`config.mk`:
```
export PLATFORM = sky130hd
export DESIGN_NAME = cmp_arb
export DESIGN_NICKNAME = d
export VERILOG_FILES = /design/src/rtl/cmp_arb_pkg.sv /design/src/rtl/cmp8.sv /design/src/rtl/rr_arb.sv /design/src/rtl/cmp_arb.sv
export SDC_FILE = /design/constraint.sdc
export NUM_CORES = 1
export LEC_CHECK = 0
export ABC_AREA = 1
export CAP_MARGIN = 20
export CORE_ASPECT_RATIO = 1.5
export CORE_MARGIN = 8
export CORE_UTILIZATION = 47
export CTS_CLUSTER_DIAMETER = 60
export DETAILED_ROUTE_END_ITERATION = 10
export GPL_ROUTABILITY_DRIVEN = 0
export GPL_TIMING_DRIVEN = 0
export PLACE_DENSITY = 0.87
export SLEW_MARGIN = 40
export SYNTH_ARGS = -nofsm -noshare
export SYNTH_HDL_FRONTEND = slang
export SYNTH_HIERARCHICAL = 1
export SYNTH_SLANG_ARGS = --single-unit
```
`constraint.sdc`:
```
create_clock -name clk -period 2.86 [get_ports clk]
set_input_delay 0.429 -clock clk [delete_from_list [all_inputs] [get_ports clk]]
set_output_delay 0.429 -clock clk [all_outputs]
set_load 0.1 [all_outputs]
```
`src/rtl/cmp_arb_pkg.sv`:
```
// Shared types and constants for the cmp_arb shared-comparator arbiter.
package cmp_arb_pkg;

  typedef enum logic [1:0] {
    IDLE = 2'd0,
    CMP  = 2'd1,
    RESP = 2'd2
  } state_e;

  localparam int unsigned N_REQ_DEFAULT = 4;
  localparam int unsigned PTR_W         = $clog2(N_REQ_DEFAULT);

  // Pointer/index width for a given requester count (never below one bit).
  function automatic int unsigned ptr_w(input int unsigned n);
    return (n < 2) ? 1 : $clog2(n);
  endfunction

endpackage

```
`src/rtl/cmp8.sv`:
```
// 8-bit unsigned magnitude comparator.
module cmp8 (
  input  logic [7:0] a,
  input  logic [7:0] b,
  output logic       gt,
  output logic       lt,
  output logic       eq
);

  assign gt = (a > b);
  assign lt = (a < b);
  assign eq = (a == b);

endmodule

```
`src/rtl/rr_arb.sv`:
```
// Combinational round-robin select: first set request at or after ptr.
module rr_arb #(
  parameter int unsigned N_REQ = 4,
  parameter int unsigned IdxW  = 2
) (
  input  logic [N_REQ-1:0] req,
  input  logic [IdxW-1:0]  ptr,
  output logic [N_REQ-1:0] grant_oh,
  output logic [IdxW-1:0]  grant_idx
);

  logic            found;
  logic [IdxW-1:0] idx;

  always_comb begin
    grant_oh  = '0;
    grant_idx = '0;
    found     = 1'b0;
    idx       = '0;
    // N_REQ is a power of two, so the index add wraps on its own.
    for (int unsigned i = 0; i < N_REQ; i++) begin
      idx = ptr + IdxW'(i);
      if (!found && req[idx]) begin
        found         = 1'b1;
        grant_idx     = idx;
        grant_oh[idx] = 1'b1;
      end
    end
  end

endmodule

```
`src/rtl/cmp_arb.sv`:
```
// N_REQ requesters share one unsigned comparator through a round-robin arbiter.
module cmp_arb
  import cmp_arb_pkg::*;
#(
  parameter int unsigned N_REQ = 4,
  parameter int unsigned W     = 8
) (
  input  logic                        clk,
  input  logic                        rst_n,
  input  logic [N_REQ-1:0]            req_valid,
  input  logic [N_REQ*W-1:0]          req_a,
  input  logic [N_REQ*W-1:0]          req_b,
  output logic [N_REQ-1:0]            req_ready,
  output logic                        rsp_valid,
  input  logic                        rsp_ready,
  output logic [ptr_w(N_REQ)-1:0]     rsp_id,
  output logic                        rsp_gt,
  output logic                        rsp_lt,
  output logic                        rsp_eq,
  output logic                        busy
);

  localparam int unsigned IdxW = ptr_w(N_REQ);

  state_e          state_q, state_d;
  logic [IdxW-1:0] ptr_q, ptr_d;
  logic [IdxW-1:0] rsp_id_q, rsp_id_d;
  logic [W-1:0]    op_a_q, op_a_d;
  logic [W-1:0]    op_b_q, op_b_d;
  logic            gt_q, gt_d, lt_q, lt_d, eq_q, eq_d;
  logic            rsp_valid_q, rsp_valid_d;
  logic            busy_q, busy_d;

  logic [N_REQ-1:0] grant_oh;
  logic [IdxW-1:0]  grant_idx;
  logic             cmp_gt, cmp_lt, cmp_eq;

  rr_arb #(
    .N_REQ (N_REQ),
    .IdxW  (IdxW)
  ) u_rr_arb (
    .req       (req_valid),
    .ptr       (ptr_q),
    .grant_oh  (grant_oh),
    .grant_idx (grant_idx)
  );

  if (W == 8) begin : g_cmp8
    cmp8 u_cmp8 (
      .a  (op_a_q),
      .b  (op_b_q),
      .gt (cmp_gt),
      .lt (cmp_lt),
      .eq (cmp_eq)
    );
  end else begin : g_cmp_inline
    assign cmp_gt = (op_a_q > op_b_q);
    assign cmp_lt = (op_a_q < op_b_q);
    assign cmp_eq = (op_a_q == op_b_q);
  end

  always_comb begin
    state_d     = state_q;
    ptr_d       = ptr_q;
    rsp_id_d    = rsp_id_q;
    op_a_d      = op_a_q;
    op_b_d      = op_b_q;
    gt_d        = gt_q;
    lt_d        = lt_q;
    eq_d        = eq_q;
    rsp_valid_d = rsp_valid_q;
    busy_d      = busy_q;
    unique case (state_q)
      IDLE: begin
        if (|req_valid) begin
          op_a_d   = req_a[grant_idx*W +: W];
          op_b_d   = req_b[grant_idx*W +: W];
          rsp_id_d = grant_idx;
          ptr_d    = grant_idx + IdxW'(1);
          state_d  = CMP;
          busy_d   = 1'b1;
        end
      end
      CMP: begin
        gt_d        = cmp_gt;
        lt_d        = cmp_lt;
        eq_d        = cmp_eq;
        rsp_valid_d = 1'b1;
        state_d     = RESP;
      end
      RESP: begin
        if (rsp_ready) begin
          rsp_valid_d = 1'b0;
          busy_d      = 1'b0;
          state_d     = IDLE;
        end
      end
      default: begin
        rsp_valid_d = 1'b0;
        busy_d      = 1'b0;
        state_d     = IDLE;
      end
    endcase
  end

  always_ff @(posedge clk or negedge rst_n) begin
    if (!rst_n) begin
      state_q     <= IDLE;
      ptr_q       <= '0;
      rsp_id_q    <= '0;
      op_a_q      <= '0;
      op_b_q      <= '0;
      gt_q        <= 1'b0;
      lt_q        <= 1'b0;
      eq_q        <= 1'b0;
      rsp_valid_q <= 1'b0;
      busy_q      <= 1'b0;
    end else begin
      state_q     <= state_d;
      ptr_q       <= ptr_d;
      rsp_id_q    <= rsp_id_d;
      op_a_q      <= op_a_d;
      op_b_q      <= op_b_d;
      gt_q        <= gt_d;
      lt_q        <= lt_d;
      eq_q        <= eq_d;
      rsp_valid_q <= rsp_valid_d;
      busy_q      <= busy_d;
    end
  end

  // The accept pulse is same-cycle by nature; rst_n gating keeps it low in reset.
  assign req_ready = (rst_n && state_q == IDLE) ? grant_oh : '0;
  assign rsp_valid = rsp_valid_q;
  assign rsp_id    = rsp_id_q;
  assign rsp_gt    = gt_q;
  assign rsp_lt    = lt_q;
  assign rsp_eq    = eq_q;
  assign busy      = busy_q;

endmodule

```
==> flow_metrics.tcl <==
set metrics [dict create \
    outcome "complete, no violations" \
    cts_tree "built" \
    cts_buffers 3 \
    cpMaxStageDelayCell "dfrtp_2" \
    first_global_vias 2812 \
    reg2reg_to "op_b_q[7]" \
    tns_ps 0 \
    area_delta_synth_final_pct 36.3 \
    period_needed_ps 2680 \
    dieArea_sq_um 8190 \
    wl_um 6950 \
    io_buffers 81 \
    crit_path_start "ptr_q[1]" \
    num_io_pins 82 \
    die_h_um 107 \
    drive_above_1_share_pct 11.8 \
    viasPerCell 4.69 \
    slew_headroom_pct 60.3 \
    end_kind "output pin" \
    clock.fmax_ghz 0.373 \
    hold_buffers 0 \
    crit_path_max_incr_delay_ps 470 \
    diodes 0 \
    clock-sinks 27 \
    required_ps 2430 \
    min-delay-path-class "input pin to asynchronous set/reset pin" \
    htreeDepth 1 \
    layout.nets 604 \
    start_util_pct 47.9 \
    drt_first_pass_iters 4 \
    start_kind "flip-flop" \
    antenna_left 0 \
    wl_per_cell_um 11.8 \
    critPathCapture "req_ready[2]" \
    antenna_found_initial 0 \
    rows 33 \
    ys_ff_latch 27 \
    maxCapViolCount 0 \
    finalCritPeriodShare_pct 93.8 \
    slew_violations 0 \
    track_usage_pct 16.9 \
    synth_edf_count 0 \
    yosysSeqAreaShare_pct 26.1 \
    fillers 500 \
    rrSetupSlack_ps 360 \
    hpwlAfterDp_um 5760 \
    grt_pass1_wl_um 11900 \
    multi_input_area_sq_um 1510 \
    crit_type "flip-flop to output pin" \
    register_area_sq_um 678 \
    synth_nets 517 \
    via_count 2762 \
    tightest_slew_ps 596 \
    async_flop_share_pct 100 \
    hold_viol 0 \
    hold_slack_ps 152 \
    grt.overflow.total 0 \
    crit_path_frequent_cell "nand3_1" \
    critical_path_arrival_ps 2250 \
    clkLatencyLatePin_ps 270 \
    crit_path_cell_trace "inv_2 > ha_1 > inv_2 > nand3_1 > nand2_2 > nor2_8 > nand3_1 > nand3_1 > inv_1 > nor2_2 > buf_12" \
    drt_iter0_drc 94 \
    r2r-start "ptr_q[0]" \
    ff2ff_path_depth 17 \
    clk_path_buf_depth 2 \
    synth_flop_cell "dfrtp_1" \
    die_x_um 76.6 \
    netlist_area_sq_um 2590 \
    avgSynthCellArea_sq_um 5.98 \
    drc_errors 0 \
    netlist_instances 433 \
    core-area_sq_um 5410 \
    skew_ps 6.53 \
    synth_cell_types 31 \
    grt_max_degree 29 \
    cp_max_fo 9 \
    ys_warn_count 6 \
    setup_viol 0 \
    rsz0062_at_grt "no" \
    cts_root_buffer "clkbuf_8" \
    clk_pin_slew_worst_paths_ps 90 \
]
-- cell families (layout without fill, tap and decap cells) --
kind of cell | after synthesis | in the layout | share of synthesized area, %
AND/OR/NAND/NOR | 276 | 276 | 46.1
adder cells (fa/ha/maj) | 13 | 13 | 6.28
AO/OA/AOI/OAI | 20 | 20 | 4.78
flip-flops | 27 | 27 | 26.1
buffers and inverters | 96 | 182 | 16.4
XOR/XNOR | 1 | 1 | 0.338
-- flip-flops by register name (all words and copies together) (netlist names) --
signal / cells
busy: 1
op_a_q: 8
op_b_q: 8
ptr_q: 2
rsp_eq: 1
rsp_gt: 1
rsp_id: 2
rsp_lt: 1
rsp_valid: 1
state_q: 2
-- cell type report --
cell class	instances	area share [%]
buffer	15	3.05
sequential	27	19.2
inverter	81	8.97
multi-input combinational	310	42.6
clock buffer	3	1.17
clock inverter	1	0.142
tap	70	2.48
timing repair buffer	82	22.3
-- metrics by stage --
step	util (%)	cells	setup slack, ps	area [sq um]
floorplan	-	433	96.1	2600
global placement	64.7	584	-942	3500
detailed placement	63.6	584	81.7	3440
CTS	64.7	588	0.0335	3500
global route	65.3	589	25.4	3530
finish	65.3	589	177	3530
-- Yosys cell counts, types with 3 or more instances --
cell      instances  share of area, %
nand2_1         172                25
inv_1            77                11
nor2_1           45               6.5
nand3_1          44               8.5
dfrtp_1          27                26
ha_1             13               6.3
buf_2             8               1.5
a21oi_1           7               1.4
a21boi_0          4               1.2
buf_4             4               1.2
nand2_2           3              0.72
nand2_4           3               1.3
o21ai_1           3              0.58
-- critical path, delay by kind of cell (launching register included) --
| kind | cells | cell delay, ps |
|---|---|---|
| and+or+nand+nor | 6 | 710 |
| adders and majority gates | 1 | 370 |
| DFF | 1 | 470 |
| buffers and inverters | 4 | 440 |
-- cell usage in the layout (no fill, tap or decap), types with 3 or more instances in the layout --
| cell type | n |
|---|---|
| buf_4 | 6 |
| nand2_2 | 3 |
| o21ai_1 | 3 |
| nand2_1 | 172 |
| inv_2 | 4 |
| a21boi_0 | 4 |
| nand3_1 | 44 |
| ha_1 | 13 |
| nor2_1 | 41 |
| a21oi_1 | 7 |
| buf_6 | 4 |
| dfrtp_1 | 25 |
| inv_1 | 75 |
| nand2_4 | 3 |
| clkdlybuf4s50_1 | 69 |
| clkbuf_8 | 3 |
| nor2_2 | 5 |
| buf_2 | 16 |
-- how the worst min path moves through the flow --
stage	cells after the start	end	from	slack [ps]
floorplan	0	busy	rst_n	130
global placement	2	op_b_q[3]	op_b_q[3]	460
detailed placement	1	rsp_gt	rst_n	460
CTS	1	rsp_gt	rst_n	170
global route	1	rsp_gt	rst_n	190
finish	1	rsp_gt	rst_n	150
-- what timing repair did --
action | in CTS | in global routing
setup endpoints to repair | 4 | 4
buffers inserted | 0 | 1
resized for setup | 6 | 8
cloned | 0 | 0
-- per-layer routing --
| layer | global-route usage [%] | vias to the layer above | part of all wire (%) |
|---|---|---|---|
| met5 | 0 | - | 0 |
| met4 | 4.70 | 0 | 0.93 |
| met3 | 2.09 | 6 | 3.7 |
| met2 | 35.3 | 58 | 58 |
| met1 | 16.6 | 1238 | 38 |
| li1 | - | 1460 | - |
Power is not shown: default switching activity piles up to over one toggle a cycle in this logic, so the estimate is an artifact.
==> RTL change: new RTL, same settings <==
Make the reset (`rst_n`) synchronous in one clocked block.
--- a/src/rtl/cmp_arb.sv
+++ b/src/rtl/cmp_arb.sv
@@ -104,5 +104,5 @@
   end
 
-  always_ff @(posedge clk or negedge rst_n) begin
+  always_ff @(posedge clk) begin
     if (!rst_n) begin
       state_q     <= IDLE;
Function: differs if rst_n is asserted again (counterexample within 4 cycles, from zero or initial values and one cycle with rst_n low); with rst_n held inactive, the same outputs for 10 cycles.
==> RTL change against the unedited design <==
- setup slack worse by 0.044 ns
- sequential cell count unchanged
- critical path depth is 1 higher
- design area grew 0.99%
- routed wire length up 3.9%
- synthesized area increased by 1.7%
- die area rose by 1.4%
- largest cell class unchanged
==> RTL change: results (changes against the unedited design) <==
| Metric | Value |
|---|---|
| Synth area leaders | nand2_1, dfxtp_1, inv_1 |
| Clock Buffer Count | 4 (+1) |
| DP Worst Slack | 0.123 ns (+0.0418 ns) |
| CTS resizes | 5 (-1) |
| Register area share after synthesis | 0.205 (-0.0557) |
| Worst EP arrival | 2.30 ns (+0.05 ns) |
| Post-DP HPWL | 6050 um (+4.9%) |
| Placed cell count | 628 (+7.5%) |
| Area grow syn2layout | 35.3% |
| Largest net degree at the start of global routing | 15 (-48%) |
| Worst Max-Slew Pin Slew | 0.500 ns (-0.0960 ns) |
| Commonest cells in the netlist | nand2_1, inv_1, nand3_1, nor2_1, dfxtp_1 |
| Min Hold Slack | 0.478 ns (+0.326 ns) |
| Vias per cell | 4.65 (-0.93%) |
| Syn Nets | 561 (+8.5%) |
| R2R Setup Slk | 0.25 ns (-0.11 ns) |
| Placed cell area | 0.00349 mm2 (+1.5%) |
| Gr usage total | 0.171 (+0.00209) |
| NonClk Buf Share | 0.255 (+0.00137) |
| Share of post-route cells with drive strength above 1 | 0.0996 (-0.0179) |
| Slowest CP cell | dfxtp_2 |
| Multi-In Gates | 319 (+2.9%) |
| Crit path max fanout | 11 (+2) |
| WL met3 | 236 um (-9.2%) |
| Routed via count | 2936 (+6.3%) |
| Outcome | completed |
| First-pass GRT wire length | 12300 um (+2.8%) |
| Max incr delay on CP | 0.39 ns (-0.08 ns) |
| Met2 Wirelength | 4050 um (+1.2%) |
RTL change: cell families (layout without fill, tap and decap cells):
kind of cell / Yosys count / count (layout) / share of synthesized area
AO/OA/AOI/OAI: 24 / 24 / 0.0518
buffers and inverters: 131 / 216 / 0.213
adder cells (fa/ha/maj): 13 / 13 / 0.0617
flip-flops: 27 / 27 / 0.205
AND/OR/NAND/NOR: 282 / 282 / 0.468
RTL change: worst max-delay path: cells and delay by family, from the launching register on:
family,cells,cell delay (ns)
buffers and inverters,5,0.58
DFF,1,0.39
adders and majority gates,1,0.35
AOI/OAI and AO/OA,1,0.10
and+or+nand+nor,5,0.60
RTL change: routing by layer:
layer / vias up / track usage
met5: - / 0
met4: 0 / 0.0745
met3: 12 / 0.0242
met2: 65 / 0.350
met1: 1284 / 0.160
li1: 1575 / -
